`src/rtl/seg7_pkg.sv`:
```
// Shared types and the seven-segment decoder for the scanned counter display.
// Contents:
//   digit_t      - one BCD digit
//   SEG_0..SEG_9 - active-low segment patterns, bit order g..a
//   SEG_BLANK    - all segments off
//   seg7_decode  - BCD digit to segment pattern; codes 10..15 decode to blank
package seg7_pkg;

    typedef logic [3:0] digit_t;

    localparam logic [6:0] SEG_0     = 7'b1000000;
    localparam logic [6:0] SEG_1     = 7'b1111001;
    localparam logic [6:0] SEG_2     = 7'b0100100;
    localparam logic [6:0] SEG_3     = 7'b0110000;
    localparam logic [6:0] SEG_4     = 7'b0011001;
    localparam logic [6:0] SEG_5     = 7'b0010010;
    localparam logic [6:0] SEG_6     = 7'b0000010;
    localparam logic [6:0] SEG_7     = 7'b1111000;
    localparam logic [6:0] SEG_8     = 7'b0000000;
    localparam logic [6:0] SEG_9     = 7'b0010000;
    localparam logic [6:0] SEG_BLANK = 7'h7F;

    function automatic logic [6:0] seg7_decode(input digit_t d);
        logic [6:0] seg;
        case (d)
            4'd0:    seg = SEG_0;
            4'd1:    seg = SEG_1;
            4'd2:    seg = SEG_2;
            4'd3:    seg = SEG_3;
            4'd4:    seg = SEG_4;
            4'd5:    seg = SEG_5;
            4'd6:    seg = SEG_6;
            4'd7:    seg = SEG_7;
            4'd8:    seg = SEG_8;
            4'd9:    seg = SEG_9;
            default: seg = SEG_BLANK;
        endcase
        return seg;
    endfunction

endpackage

```
`src/rtl/bcd_digit.sv`:
```
// One decimal (or base-6) counter digit with carry/borrow chaining.
// Ports:
//   clk_i    - clock
//   rst_ni   - synchronous reset, active-low
//   step_i   - count step for the whole chain this cycle
//   up_dn_i  - 1 = up, 0 = down
//   cin_i    - carry/borrow in from the next lower digit (tie 1 for digit 0)
//   clr_i    - synchronous clear, beats step
//   digit_o  - current digit value
//   cout_o   - carry/borrow out; digit is at its terminal value and is stepping
module bcd_digit
    import seg7_pkg::*;
#(
    parameter int unsigned MODULUS = 10
) (
    input  logic   clk_i,
    input  logic   rst_ni,
    input  logic   step_i,
    input  logic   up_dn_i,
    input  logic   cin_i,
    input  logic   clr_i,
    output digit_t digit_o,
    output logic   cout_o
);

    localparam digit_t MaxVal = digit_t'(MODULUS - 1);

    digit_t digit_q, digit_d;
    logic   advance;
    logic   at_term;

    assign advance = step_i & cin_i;
    assign at_term = up_dn_i ? (digit_q == MaxVal) : (digit_q == '0);
    assign cout_o  = advance & at_term;
    assign digit_o = digit_q;

    always_comb begin
        digit_d = digit_q;
        if (clr_i) begin
            digit_d = '0;
        end else if (advance) begin
            if (up_dn_i) begin
                digit_d = at_term ? '0 : digit_q + digit_t'(1);
            end else begin
                digit_d = at_term ? MaxVal : digit_q - digit_t'(1);
            end
        end
    end

    always_ff @(posedge clk_i) begin
        if (!rst_ni) begin
            digit_q <= '0;
        end else begin
            digit_q <= digit_d;
        end
    end

endmodule

```
`src/rtl/seg7_scan_counter.sv`:
```
// Multi-digit up/down counter driving a multiplexed common-anode 7-segment display.
// Ports:
//   clk_i       - system clock
//   rst_ni      - synchronous reset, active-low
//   en_i        - 1 = count on ticks, 0 = freeze count and tick divider
//   up_dn_i     - count direction, 1 = up
//   clr_i       - synchronous clear of digits and tick divider
//   cathode_o   - segments g..a, active-low
//   dp_o        - decimal point, active-low
//   anode_o     - digit select, one-hot-low
//   count_bcd_o - current digits, digit 0 in bits [3:0]
//   wrap_o      - one-cycle pulse after a full-range rollover
module seg7_scan_counter
    import seg7_pkg::*;
#(
    parameter int unsigned          NUM_DIGITS = 4,
    parameter int unsigned          TICK_DIV   = 50000000,
    parameter int unsigned          SCAN_DIV   = 125000,
    parameter logic [NUM_DIGITS-1:0] MOD6_MASK = 4'b1010,
    parameter logic [NUM_DIGITS-1:0] DP_MASK   = 4'b0100,
    parameter bit                   BLANK_LZ   = 1'b1
) (
    input  logic                      clk_i,
    input  logic                      rst_ni,
    input  logic                      en_i,
    input  logic                      up_dn_i,
    input  logic                      clr_i,
    output logic [6:0]                cathode_o,
    output logic                      dp_o,
    output logic [NUM_DIGITS-1:0]     anode_o,
    output logic [4*NUM_DIGITS-1:0]   count_bcd_o,
    output logic                      wrap_o
);

    localparam int unsigned TickW = $clog2(TICK_DIV);
    localparam int unsigned ScanW = $clog2(SCAN_DIV);
    localparam int unsigned IdxW  = $clog2(NUM_DIGITS);

    localparam logic [TickW-1:0] TickMax = TickW'(TICK_DIV - 1);
    localparam logic [ScanW-1:0] ScanMax = ScanW'(SCAN_DIV - 1);
    localparam logic [IdxW-1:0]  IdxMax  = IdxW'(NUM_DIGITS - 1);

    // Tick divider
    logic [TickW-1:0] tick_cnt_q, tick_cnt_d;
    logic             tick;

    assign tick = en_i && (tick_cnt_q == TickMax);

    always_comb begin
        tick_cnt_d = tick_cnt_q;
        if (clr_i) begin
            tick_cnt_d = '0;
        end else if (en_i) begin
            tick_cnt_d = tick ? '0 : tick_cnt_q + TickW'(1);
        end
    end

    // Digit chain; carry[i] enables digit i, carry[NUM_DIGITS] means full rollover
    digit_t              digits [NUM_DIGITS];
    logic [NUM_DIGITS:0] carry;

    assign carry[0] = 1'b1;

    for (genvar i = 0; i < NUM_DIGITS; i++) begin : g_digit
        bcd_digit #(
            .MODULUS (MOD6_MASK[i] ? 6 : 10)
        ) u_digit (
            .clk_i   (clk_i),
            .rst_ni  (rst_ni),
            .step_i  (tick),
            .up_dn_i (up_dn_i),
            .cin_i   (carry[i]),
            .clr_i   (clr_i),
            .digit_o (digits[i]),
            .cout_o  (carry[i+1])
        );
        assign count_bcd_o[4*i +: 4] = digits[i];
    end

    logic wrap_q, wrap_d;

    assign wrap_d = carry[NUM_DIGITS] & ~clr_i;

    // Scan divider and digit index, free-running
    logic [ScanW-1:0] scan_cnt_q, scan_cnt_d;
    logic [IdxW-1:0]  scan_idx_q, scan_idx_d;

    always_comb begin
        scan_cnt_d = scan_cnt_q + ScanW'(1);
        scan_idx_d = scan_idx_q;
        if (scan_cnt_q == ScanMax) begin
            scan_cnt_d = '0;
            scan_idx_d = (scan_idx_q == IdxMax) ? '0 : scan_idx_q + IdxW'(1);
        end
    end

    // Segment selection; leading-zero blanking scans from the top digit down
    logic [6:0]            cathode_q, cathode_d;
    logic                  dp_q, dp_d;
    logic [NUM_DIGITS-1:0] anode_q, anode_d;
    logic                  zero_above;
    logic [NUM_DIGITS-1:0] blank;
    digit_t                sel_digit;
    logic                  sel_blank;

    always_comb begin
        zero_above = 1'b1;
        blank      = '0;
        for (int i = NUM_DIGITS - 1; i >= 0; i--) begin
            zero_above = zero_above & (digits[i] == '0);
            blank[i]   = BLANK_LZ && (i != 0) && zero_above;
        end

        sel_digit = '0;
        sel_blank = 1'b0;
        dp_d      = 1'b1;
        anode_d   = '1;
        for (int i = 0; i < NUM_DIGITS; i++) begin
            if (scan_idx_q == IdxW'(i)) begin
                sel_digit  = digits[i];
                sel_blank  = blank[i];
                dp_d       = ~DP_MASK[i];
                anode_d[i] = 1'b0;
            end
        end
        cathode_d = sel_blank ? SEG_BLANK : seg7_decode(sel_digit);
    end

    always_ff @(posedge clk_i) begin
        if (!rst_ni) begin
            tick_cnt_q <= '0;
            scan_cnt_q <= '0;
            scan_idx_q <= '0;
            wrap_q     <= 1'b0;
            cathode_q  <= SEG_BLANK;
            dp_q       <= 1'b1;
            anode_q    <= '1;
        end else begin
            tick_cnt_q <= tick_cnt_d;
            scan_cnt_q <= scan_cnt_d;
            scan_idx_q <= scan_idx_d;
            wrap_q     <= wrap_d;
            cathode_q  <= cathode_d;
            dp_q       <= dp_d;
            anode_q    <= anode_d;
        end
    end

    assign cathode_o = cathode_q;
    assign dp_o      = dp_q;
    assign anode_o   = anode_q;
    assign wrap_o    = wrap_q;

endmodule

```
`config.mk`:
```
export PLATFORM = sky130hd
export DESIGN_NAME = seg7_scan_counter
export DESIGN_NICKNAME = d
export VERILOG_FILES = /design/src/rtl/seg7_pkg.sv /design/src/rtl/bcd_digit.sv /design/src/rtl/seg7_scan_counter.sv
export SDC_FILE = /design/constraint.sdc
export NUM_CORES = 1
export LEC_CHECK = 0
export CORE_MARGIN = 2
export CORE_UTILIZATION = 59
export DETAILED_ROUTE_END_ITERATION = 10
export HOLD_SLACK_MARGIN = 0.06
export PLACE_DENSITY = 0.89
export SYNTH_ARGS = -nofsm -noshare
export SYNTH_HDL_FRONTEND = slang
export SYNTH_SLANG_ARGS = --single-unit
```
`constraint.sdc`:
```
create_clock -name clk_i -period 3.1 [get_ports clk_i]
set_input_delay 0.31 -clock clk_i [delete_from_list [all_inputs] [get_ports clk_i]]
set_output_delay 0.31 -clock clk_i [all_outputs]
set_load 0.02 [all_outputs]
```
==> impl_metrics.ini, run 1 <==
[run]
cap_violations = 0

[drt]
wl_met1_um = 3840
drt-wirelength-per-cell_um = 14.5
routed_wl_um = 9110
vias = 3624
highest_layer = met4
drt_iter0_markers = 208
drc_errors = 0
dr.pass1.iters = 4
ant_nets = 0
route.met2.wl_um = 4610
routed-wl-met3_um = 440
drt-vias-per-instance = 5.76

[cells_and_area]
syn_to_final_growth_pct = 13.3
final_area_sq_um = 4840
layout.nets = 555
final_util_pct = 67.8
diodes = 0
drive_gt1_share_pct = 8.68

[logic_synthesis]
syn_area_sq_um = 4270
avgSynthCellArea_sq_um = 8.63
synth_top_family_by_area = simple AND/OR/NAND/NOR gates
synthAdderAreaFrac_pct = 7.32
synth-xor-area-share_pct = 8.82
synth-seq-cells = 74
synth_simple_gate_area_share_pct = 30.5
ys_types = 60
ys_warn_count = 0
dominantRegCellSynth = dfxtp_1
synth_edf_count = 0
seq_area_frac_synth_pct = 34.7
syn_inst = 495
synth_compound_area_share_pct = 10.9
async_reset_ff_share_pct = 0
synth_nets = 525
muxShareOfSynthArea_pct = 2.84

[placed_design]
place.gp.congestion = 0.863
hpwl_um = 6280
io_buffers = 33
dpl_cell_area_sq_um = 4640

[global_routing]
grt_max_degree = 24
grt-ovfl-total = 0
gr-usage-all-layers_pct = 24.5
antenna_found_initial = 0
grt_pass1_wl_um = 15300
grt_pass1_vias = 3506

[pwr]
power_density_nw_per_um2 = 375
peakVddDrop_v = 0.000373
power_leakage_nw = 1.72

[floorplan]
die_height_um = 89.1
ioPinCount = 34
start_util_pct = 59.8
die_x_um = 89.1
die_area_sq_um = 7930
core_area_sq_um = 7140
rows = 31

[clock_network]
clock_latency_ns = 0.35
post-cts-setup-buffers = 0
clk_pin_slew_ns = 0.08
cts_buffer_depth = 2
htreeDepth = 3
cts_made_buffers = 9
cts-root-buf = clkbuf_8
cts_hold_buf = 0
clkSinkCount = 74
cts_resized = 0
cts_tree = done

[critical_path]
ff2ff_setup_slack_ns = 0.60
cp-end-kind = flip-flop
critPathKind = reg2reg
cp.required_ns = 3.34
rr_startpoint = g_digit[0].u_digit.digit_o[1]$_SDFFE_PP0N_
arrival_ns = 2.74
crit_path_start_kind = flip-flop
cp_max_fo = 10
r2r_cells = 7
timing.rr.end = g_digit[2].u_digit.digit_o[0]$_SDFFE_PP0P_

[sta]
finalCritPeriodShare_pct = 80.8
fmax_mhz = 399
finalMaxSlewViolations = 0
fin_skew_ns = 0.00714
setup_viol = 0
slew_headroom_pct = 56.4
setup_tns_ns = 0
finalHoldViolCount = 0
worst_pin_slew_ns = 0.650
rsz0062_at_grt = false
min_period_ns = 2.50

[status]
status = completed

[hold_path]
hold_start = scan_cnt_q[0]$_SDFF_PP0_
holdPathStages = 1
hp-class = reg2reg
hold_end = scan_cnt_q[0]$_SDFF_PP0_
==> worst max-delay path, stage by stage, from the launching register on <==
cell	delay, ns
dfxtp_1	0.41
inv_1	0.17
ha_1	0.22
or3b_1	0.42
a21oi_1	0.24
nand4_1	0.36
or3_1	0.45
o211a_1	0.14
==> final cells by class <==
cell class | instances | area, sq um
timing repair buffer | 42 | 398
clock buffer | 9 | 124
sequential | 74 | 1480
multi-input combinational | 383 | 2580
clock inverter | 7 | 77.6
fill | 557 | 2300
tap | 99 | 124
inverter | 15 | 56.3
==> how the worst max path moves through the flow <==
| stage | start | endpoint | slack (ns) | cells past startpoint |
|---|---|---|---|---|
| 2_1_floorplan | g_digit[1].u_digit.digit_o[1]$_SDFFE_PP0N_ | g_digit[3].u_digit.digit_o[3]$_SDFFE_PP0P_ | 0.81 | 7 |
| 3_3_place_gp | up_dn_i | g_digit[3].u_digit.digit_o[3]$_SDFFE_PP0P_ | 0.45 | 6 |
| 3_5_place_dp | up_dn_i | g_digit[3].u_digit.digit_o[3]$_SDFFE_PP0P_ | 0.38 | 6 |
| 4_1_cts | g_digit[1].u_digit.digit_o[1]$_SDFFE_PP0N_ | g_digit[3].u_digit.digit_o[3]$_SDFFE_PP0P_ | 0.62 | 7 |
| 5_1_grt | scan_idx_q[0]$_SDFFE_PN0P_ | cathode_o[3]$_SDFF_PP1_ | 0.35 | 8 |
| 6_report | g_digit[0].u_digit.digit_o[1]$_SDFFE_PP0N_ | g_digit[2].u_digit.digit_o[0]$_SDFFE_PP0P_ | 0.60 | 7 |
==> placed cells by master, fill, tap and decap left out, types with 8 or more instances in the layout <==
| cell type | Yosys | routed |
|---|---|---|
| or3_1 | 9 | 9 |
| inv_1 | 15 | 15 |
| xnor2_1 | 14 | 14 |
| nor3b_1 | 8 | 8 |
| o21ai_0 | 19 | 19 |
| nor3_1 | 11 | 11 |
| nor2_1 | 71 | 71 |
| clkbuf_8 | 3 | 9 |
| nand3b_1 | 8 | 8 |
| nand2_1 | 40 | 40 |
| buf_4 | 0 | 9 |
| nand3_1 | 20 | 20 |
| clkdlybuf4s50_1 | 0 | 33 |
| ha_1 | 25 | 25 |
| a21oi_1 | 14 | 14 |
| nand4_1 | 13 | 13 |
| nand2b_1 | 10 | 10 |
| mux2i_1 | 11 | 11 |
| dfxtp_1 | 74 | 74 |
| xor2_1 | 29 | 29 |
==> logic make-up after synthesis <==
group | count (synthesis)
flops | 74
fa+ha+maj | 25
simple gates | 235
buf+inv | 38
mux | 12
compound gates | 68
xor+xnor | 43
==> routing by layer <==
metal | global-route usage [%] | up-vias
met5 | 0 | -
met2 | 43.1 | 105
met4 | 10.2 | 0
met3 | 5.82 | 22
met1 | 28.5 | 1710
li1 | - | 1787
==> flip-flops by register name, summed over array words and instances (netlist names) <==
signal and count:
tick_cnt_q 26, scan_cnt_q 17, g_digit.u_digit.digit_o 16, cathode_o 7, anode_o 4, scan_idx_q 2, dp_o 1, wrap_o 1
==> through the flow <==
stage | setup slack (ns) | hold WS, ns | instances | power [W]
finish | 0.596 | 0.466 | 629 | 0.00182
global route | 0.354 | 0.474 | 629 | 0.00188
CTS | 0.617 | 0.458 | 629 | 0.00183
detailed placement | 0.379 | 0.445 | 613 | 0.00107
global placement | 0.449 | 0.432 | 613 | 0.00107
floorplan | 0.807 | 0.418 | 495 | 0.00105
==> Yosys cell counts, types with 3 or more instances <==
cell,number,area (sq um)
nand4_1,13,81.3
or3_1,9,56.3
clkbuf_8,3,41.3
o211ai_1,3,22.5
nor3b_1,8,60.1
nand3_1,20,100
o21ai_0,19,95.1
clkbuf_1,8,30.0
nor2b_1,6,37.5
a211oi_1,7,52.6
dfxtp_1,74,1480
and3_1,5,31.3
nand2b_1,10,62.6
a21oi_1,14,70.1
xnor2_1,14,123
nor2_1,71,267
a31oi_1,4,25.0
nand3b_1,8,60.1
buf_2,8,40.0
buf_6,4,45.0
and2_1,5,31.3
ha_1,25,313
mux2i_1,11,110
xor2_1,29,254
nor4_1,3,18.8
inv_1,15,56.3
nor3_1,11,55.1
nand2_1,40,150
==> report_power, final <==
part | switching, W | internal [W]
Clock | 0.000385 | 0.000379
Sequential | 0.00000435 | 0.000959
Combinational | 0.0000532 | 0.0000358
Power figures use the tool's default switching activity.
==> run 2, diff against run 1 <==
--- a/config.mk
+++ b/config.mk
@@ -6,10 +6,10 @@
 export NUM_CORES = 1
 export LEC_CHECK = 0
 export CORE_MARGIN = 2
-export CORE_UTILIZATION = 59
+export CORE_UTILIZATION = 53
 export DETAILED_ROUTE_END_ITERATION = 10
 export HOLD_SLACK_MARGIN = 0.06
-export PLACE_DENSITY = 0.89
+export PLACE_DENSITY = 0.85
 export SYNTH_ARGS = -nofsm -noshare
 export SYNTH_HDL_FRONTEND = slang
 export SYNTH_SLANG_ARGS = --single-unit
==> constraint.sdc (replaced) <==
create_clock -name clk_i -period 2 [get_ports clk_i]
set_input_delay 0.2 -clock clk_i [delete_from_list [all_inputs] [get_ports clk_i]]
set_output_delay 0.2 -clock clk_i [all_outputs]
set_load 0.02 [all_outputs]
==> run 2 against run 1 <==
The run now ends with setup timing left. Core utilization increased by 1.9 points. Wire length increased by 18%. Highest routed layer unchanged. Final area increased by 12%. Critical path type unchanged. Combinational power increased by 86%.
==> impl_metrics.ini, run 2 (synthesis gave the netlist of run 1 again) <==
[drt]
ant_nets = 0
routed_wl_um = 10800
drt-vias-per-instance = 5.70
drt_iter0_markers = 299
drt-wirelength-per-cell_um = 15.8
vias = 3880
drc_errors = 0
dr.pass1.iters = 4

[critical_path]
crit_path_start_kind = flip-flop
cpLargestDelayFamily = simple AND/OR/NAND/NOR gates
critPathKind = reg2reg
cp-end-kind = flip-flop
path_buf_inv = 1
cp.required_ns = 2.29
max_stage_delay_ns = 0.57
timing.rr.end = g_digit[3].u_digit.digit_o[3]$_SDFFE_PP0P_
cp_max_fo = 6
arrival_ns = 2.37
r2r_cells = 6
ff2ff_setup_slack_ns = -0.08
worstPathCellList = or4b_4 -> buf_6 -> nor4_4 -> nand4_4 -> or4_4 -> a21oi_2
rr_startpoint = tick_cnt_q[16]$_SDFFE_PP0P_
crit_path_top_delay_cell = or4b_4

[global_routing]
grt_pass1_vias = 3860
grt_max_degree = 24
gr-usage-all-layers_pct = 25.1
antenna_found_initial = 0
grt-ovfl-total = 0
grt_pass1_wl_um = 17500

[cells_and_area]
final_util_pct = 69.7
syn_to_final_growth_pct = 26.8
mostFrequentLayoutCells = nor2_1, dfxtp_1, buf_4, nand2_1, clkdlybuf4s50_1
diodes = 0
regMostFlops = tick_cnt_q
layout.nets = 605
final_common_cell = nor2_1
drive_gt1_share_pct = 22.6
nFillCells = 592
largest_reg_flops = 26

[sta]
slew_headroom_pct = 64.6
hold-worst-slack_ns = 0.453
setup_viol = 8
finalCritPeriodShare_pct = 104
rsz0062_at_grt = true
finalMaxSlewViolations = 0
finalHoldViolCount = 0
fmax_mhz = 481
fin_ws_ns = -0.0798
worst_pin_slew_ns = 0.530
min_period_ns = 2.08
fin_skew_ns = 0.00970

[floorplan]
core_area_sq_um = 7770
start_util_pct = 55.0
die_area_sq_um = 8790
die_height_um = 93.8
rows = 32
die_x_um = 93.8
ioPinCount = 34

[placed_design]
hpwl_um = 7500
pre_cts_ws_ns = -0.287
place.gp.congestion = 0.861
io_buffers = 33

[clock_network]
htreeDepth = 3
cts_buffer_depth = 2
clk_pin_slew_ns = 0.08
cts_made_buffers = 9
cts_tree = done
clkSinkCount = 74
cts-root-buf = clkbuf_8
clock_latency_ns = 0.35

[hold_path]
hold_end = scan_cnt_q[0]$_SDFF_PP0_
hp-class = reg2reg
hold_start = scan_cnt_q[0]$_SDFF_PP0_
holdPathStages = 1

[pwr]
p_sw_share_pct = 24.5
power_density_nw_per_um2 = 520
finalPower_w = 0.00282
power_leakage_nw = 2.00
p_sw_w = 0.000690
peakVddDrop_v = 0.000431
pwr-share-comb_pct = 5.9
p_int_w = 0.00213
clkPwrFrac_pct = 41.4
seqPwrFrac_pct = 52.7

[run]
cap_violations = 0

[status]
status = finished, violations left
violations = setup timing
[run 2: power by group through the flow]
stage          Combinational (W)  Clock, W  Sequential (W)
2_1_floorplan          0.0000843         0         0.00153
6_report                0.000166   0.00117         0.00148
3_3_place_gp            0.000154         0         0.00152
4_1_cts                 0.000160   0.00119         0.00148
3_5_place_dp            0.000159         0         0.00152
5_1_grt                 0.000179   0.00124         0.00148
[run 2: through the flow]
step           std cells  TNS (ns)  instance area, sq um
4_1_cts              680    -0.249                  5300
3_3_place_gp         662     -1.79                  5080
6_report             681    -0.331                  5410
2_1_floorplan        495         0                  4340
5_1_grt              681     -1.33                  5410
3_5_place_dp         662     -2.36                  5080
[run 2: worst max-delay path by stage]
stage | from | endpoint | slack, ns | cells after the start
detailed placement | up_dn_i | g_digit[3].u_digit.digit_o[3]$_SDFFE_PP0P_ | -0.29 | 7
global route | tick_cnt_q[16]$_SDFFE_PP0P_ | g_digit[0].u_digit.digit_o[2]$_SDFFE_PP0N_ | -0.15 | 6
CTS | tick_cnt_q[16]$_SDFFE_PP0P_ | g_digit[3].u_digit.digit_o[3]$_SDFFE_PP0P_ | -0.07 | 6
global placement | up_dn_i | g_digit[3].u_digit.digit_o[3]$_SDFFE_PP0P_ | -0.23 | 7
finish | tick_cnt_q[16]$_SDFFE_PP0P_ | g_digit[3].u_digit.digit_o[3]$_SDFFE_PP0P_ | -0.08 | 6
floorplan | g_digit[1].u_digit.digit_o[1]$_SDFFE_PP0N_ | g_digit[3].u_digit.digit_o[3]$_SDFFE_PP0P_ | 0.002 | 7
[run 2: cell type report]
type	count	area [sq um]	share of cell area [%]
timing repair buffer	92	802	14.8
clock buffer	9	124	2.29
tap	102	128	2.36
multi-input combinational	383	2720	50.3
clock inverter	6	66.3	1.23
sequential	74	1510	27.9
inverter	15	58.8	1.09
[run 2: per-layer routing]
layer,vias up,global-route usage (%),routed length (um)
met5,-,0,0
met4,0,9.54,199
met3,22,4.90,609
met2,129,46.0,5500
met1,1838,28.6,4460
li1,1891,-,-
[run 2: timing repair]
item	in CTS	in global routing
setup endpoints to repair	13	24
pin swaps	4	7
gates resized for setup	4	22
setup buffers	3	1
hold buffers	0	0
==> run 3, diff against run 2 <==
--- a/config.mk
+++ b/config.mk
@@ -6,10 +6,10 @@
 export NUM_CORES = 1
 export LEC_CHECK = 0
 export CORE_MARGIN = 2
-export CORE_UTILIZATION = 53
+export CORE_UTILIZATION = 59
 export DETAILED_ROUTE_END_ITERATION = 10
 export HOLD_SLACK_MARGIN = 0.06
-export PLACE_DENSITY = 0.85
+export PLACE_DENSITY = 0.89
 export SYNTH_ARGS = -nofsm -noshare
 export SYNTH_HDL_FRONTEND = slang
 export SYNTH_SLANG_ARGS = --single-unit
==> constraint.sdc (replaced) <==
create_clock -name clk_i -period 2.3 [get_ports clk_i]
set_input_delay 0.23 -clock clk_i [delete_from_list [all_inputs] [get_ports clk_i]]
set_output_delay 0.23 -clock clk_i [all_outputs]
set_load 0.02 [all_outputs]
==> run 3 against run 2 <==
The flow now finishes without violations. Largest power group unchanged. Non-clock buffer count decreased by 24. Core utilization up 1.3 points. Critical path type unchanged. Flip-flop and latch count unchanged. Register-to-register slack better by 0.16 ns. Highest routed layer unchanged. Wire length shrank 9.0%.
==> impl_metrics.ini, run 3 (synthesis gave the netlist of run 1 again) <==
[critical_path]
cpLargestDelayFamily = simple AND/OR/NAND/NOR gates
path_depth = 6
ff2ff_setup_slack_ns = 0.08
cp-end-kind = flip-flop
timing.rr.end = g_digit[2].u_digit.digit_o[3]$_SDFFE_PP0P_
cp.required_ns = 2.60
critPathKind = reg2reg
rr_startpoint = tick_cnt_q[18]$_SDFFE_PP0P_
max_stage_delay_ns = 0.57
crit_path_top_delay_cell = or4b_4
arrival_ns = 2.51
worstPathCellList = or4b_4 -> nor3_1 -> nand4_1 -> buf_4 -> nor2_1 -> mux2i_1
r2r_cells = 6
cp_max_fo = 6
crit_path_start_kind = flip-flop
path_buf_inv = 1
startpoint = tick_cnt_q[18]$_SDFFE_PP0P_
critPathCapture = g_digit[2].u_digit.digit_o[3]$_SDFFE_PP0P_

[clock_network]
cts-root-buf = clkbuf_8
clkSinkCount = 74
clk_pin_slew_ns = 0.09
cts_made_buffers = 9
cts_buffer_depth = 2
cts_hold_buf = 0
cts_tree = done
clock_latency_ns = 0.37
htreeDepth = 3

[cells_and_area]
layout.nets = 581
mostFrequentLayoutCells = dfxtp_1, nor2_1, nand2_1, buf_4, clkdlybuf4s50_1
drive_gt1_share_pct = 14.4
largest_reg_flops = 26
nFillCells = 565
diodes = 0
final_common_cell = dfxtp_1
regMostFlops = tick_cnt_q
syn_to_final_growth_pct = 18.6

[floorplan]
die_height_um = 89.1
core_area_sq_um = 7140
start_util_pct = 59.8
die_x_um = 89.1
ioPinCount = 34
die_area_sq_um = 7930
rows = 31

[drt]
drt-vias-per-instance = 5.78
dr.pass1.iters = 5
drc_errors = 0
vias = 3787
routed_wl_um = 9790
drt_iter0_markers = 255
drt-wirelength-per-cell_um = 15.0
ant_nets = 0

[status]
status = completed

[sta]
fin_skew_ns = 0.0131
slew_headroom_pct = 57.9
worst_pin_slew_ns = 0.630
finalCritPeriodShare_pct = 96.4
rsz0062_at_grt = false
min_period_ns = 2.22
fin_ws_ns = 0.0827
finalMaxSlewViolations = 0
setup_viol = 0
fmax_mhz = 451
finalHoldViolCount = 0

[hold_path]
hp-class = reg2reg

[pwr]
power_density_nw_per_um2 = 497
power_leakage_nw = 1.85
finalPower_w = 0.00251
peakVddDrop_v = 0.000394

[global_routing]
grt_pass1_vias = 3513
gr-usage-all-layers_pct = 25.7
grt_max_degree = 21
antenna_found_initial = 0
grt_pass1_wl_um = 15800
grt-ovfl-total = 0

[placed_design]
hpwl_um = 7120
io_buffers = 33
pre_cts_ws_ns = -0.195
place.gp.congestion = 0.895

[run]
cap_violations = 0
## run 3: how the worst min path moves through the flow
stage          slack, ns                startpoint  depth (start not counted)                          to
6_report            0.46  scan_cnt_q[0]$_SDFF_PP0_                          1    scan_cnt_q[0]$_SDFF_PP0_
5_1_grt             0.48  scan_cnt_q[0]$_SDFF_PP0_                          1    scan_cnt_q[0]$_SDFF_PP0_
4_1_cts             0.46  scan_cnt_q[0]$_SDFF_PP0_                          1    scan_cnt_q[0]$_SDFF_PP0_
3_5_place_dp        0.45  scan_cnt_q[0]$_SDFF_PP0_                          1    scan_cnt_q[0]$_SDFF_PP0_
3_3_place_gp        0.43  scan_cnt_q[0]$_SDFF_PP0_                          1    scan_cnt_q[0]$_SDFF_PP0_
2_1_floorplan       0.38                      en_i                          2  tick_cnt_q[1]$_SDFFE_PP0P_
## run 3: metal layers
layer,GRT usage [%],vias up,wire length (um)
met2,46.0,95,4950
met4,10.0,0,232
met1,29.7,1826,4180
met3,6.00,25,431
met5,0,-,0
li1,-,1841,-
## run 3: repair_timing
action / CTS / global route
buffers inserted: 0 / 0
endpoints found under the setup margin: 0 / 9
resized for setup: 0 / 8
## run 3: worst reg2reg max path: stages, from the launching register on
cell and delay (ns):
dfxtp_1 0.37, or4b_4 0.58, nor3_1 0.32, nand4_1 0.29, buf_4 0.24, nor2_1 0.16, mux2i_1 0.21
## run 3: per-stage QoR
step	util, %	hold WS [ns]	TNS (ns)	std cells	cell area, sq um
CTS	70.6	0.457	0	655	5040
finish	71.0	0.462	0	655	5060
global placement	67.7	0.427	-0.151	639	4830
detailed placement	67.7	0.445	-0.831	639	4830
floorplan	-	0.379	0	495	4270
global route	71.0	0.475	0	655	5060
## run 3: final cells by class
type,count,area [sq um],area share (%)
clock buffers,9,124,2.45
inverters,15,56.3,1.11
well taps,99,124,2.45
multi-input cells,383,2600,51.4
flip-flops and latches,74,1480,29.2
clock inverters,7,83.8,1.66
repair buffers,68,593,11.7
## run 3: power breakdown
part	switching, W	total (W)	internal, W
logic	0.0000748	0.000131	0.0000560
registers	0.00000634	0.00130	0.00129
clock network	0.000564	0.00109	0.000522
total	0.000645	0.00251	0.00187
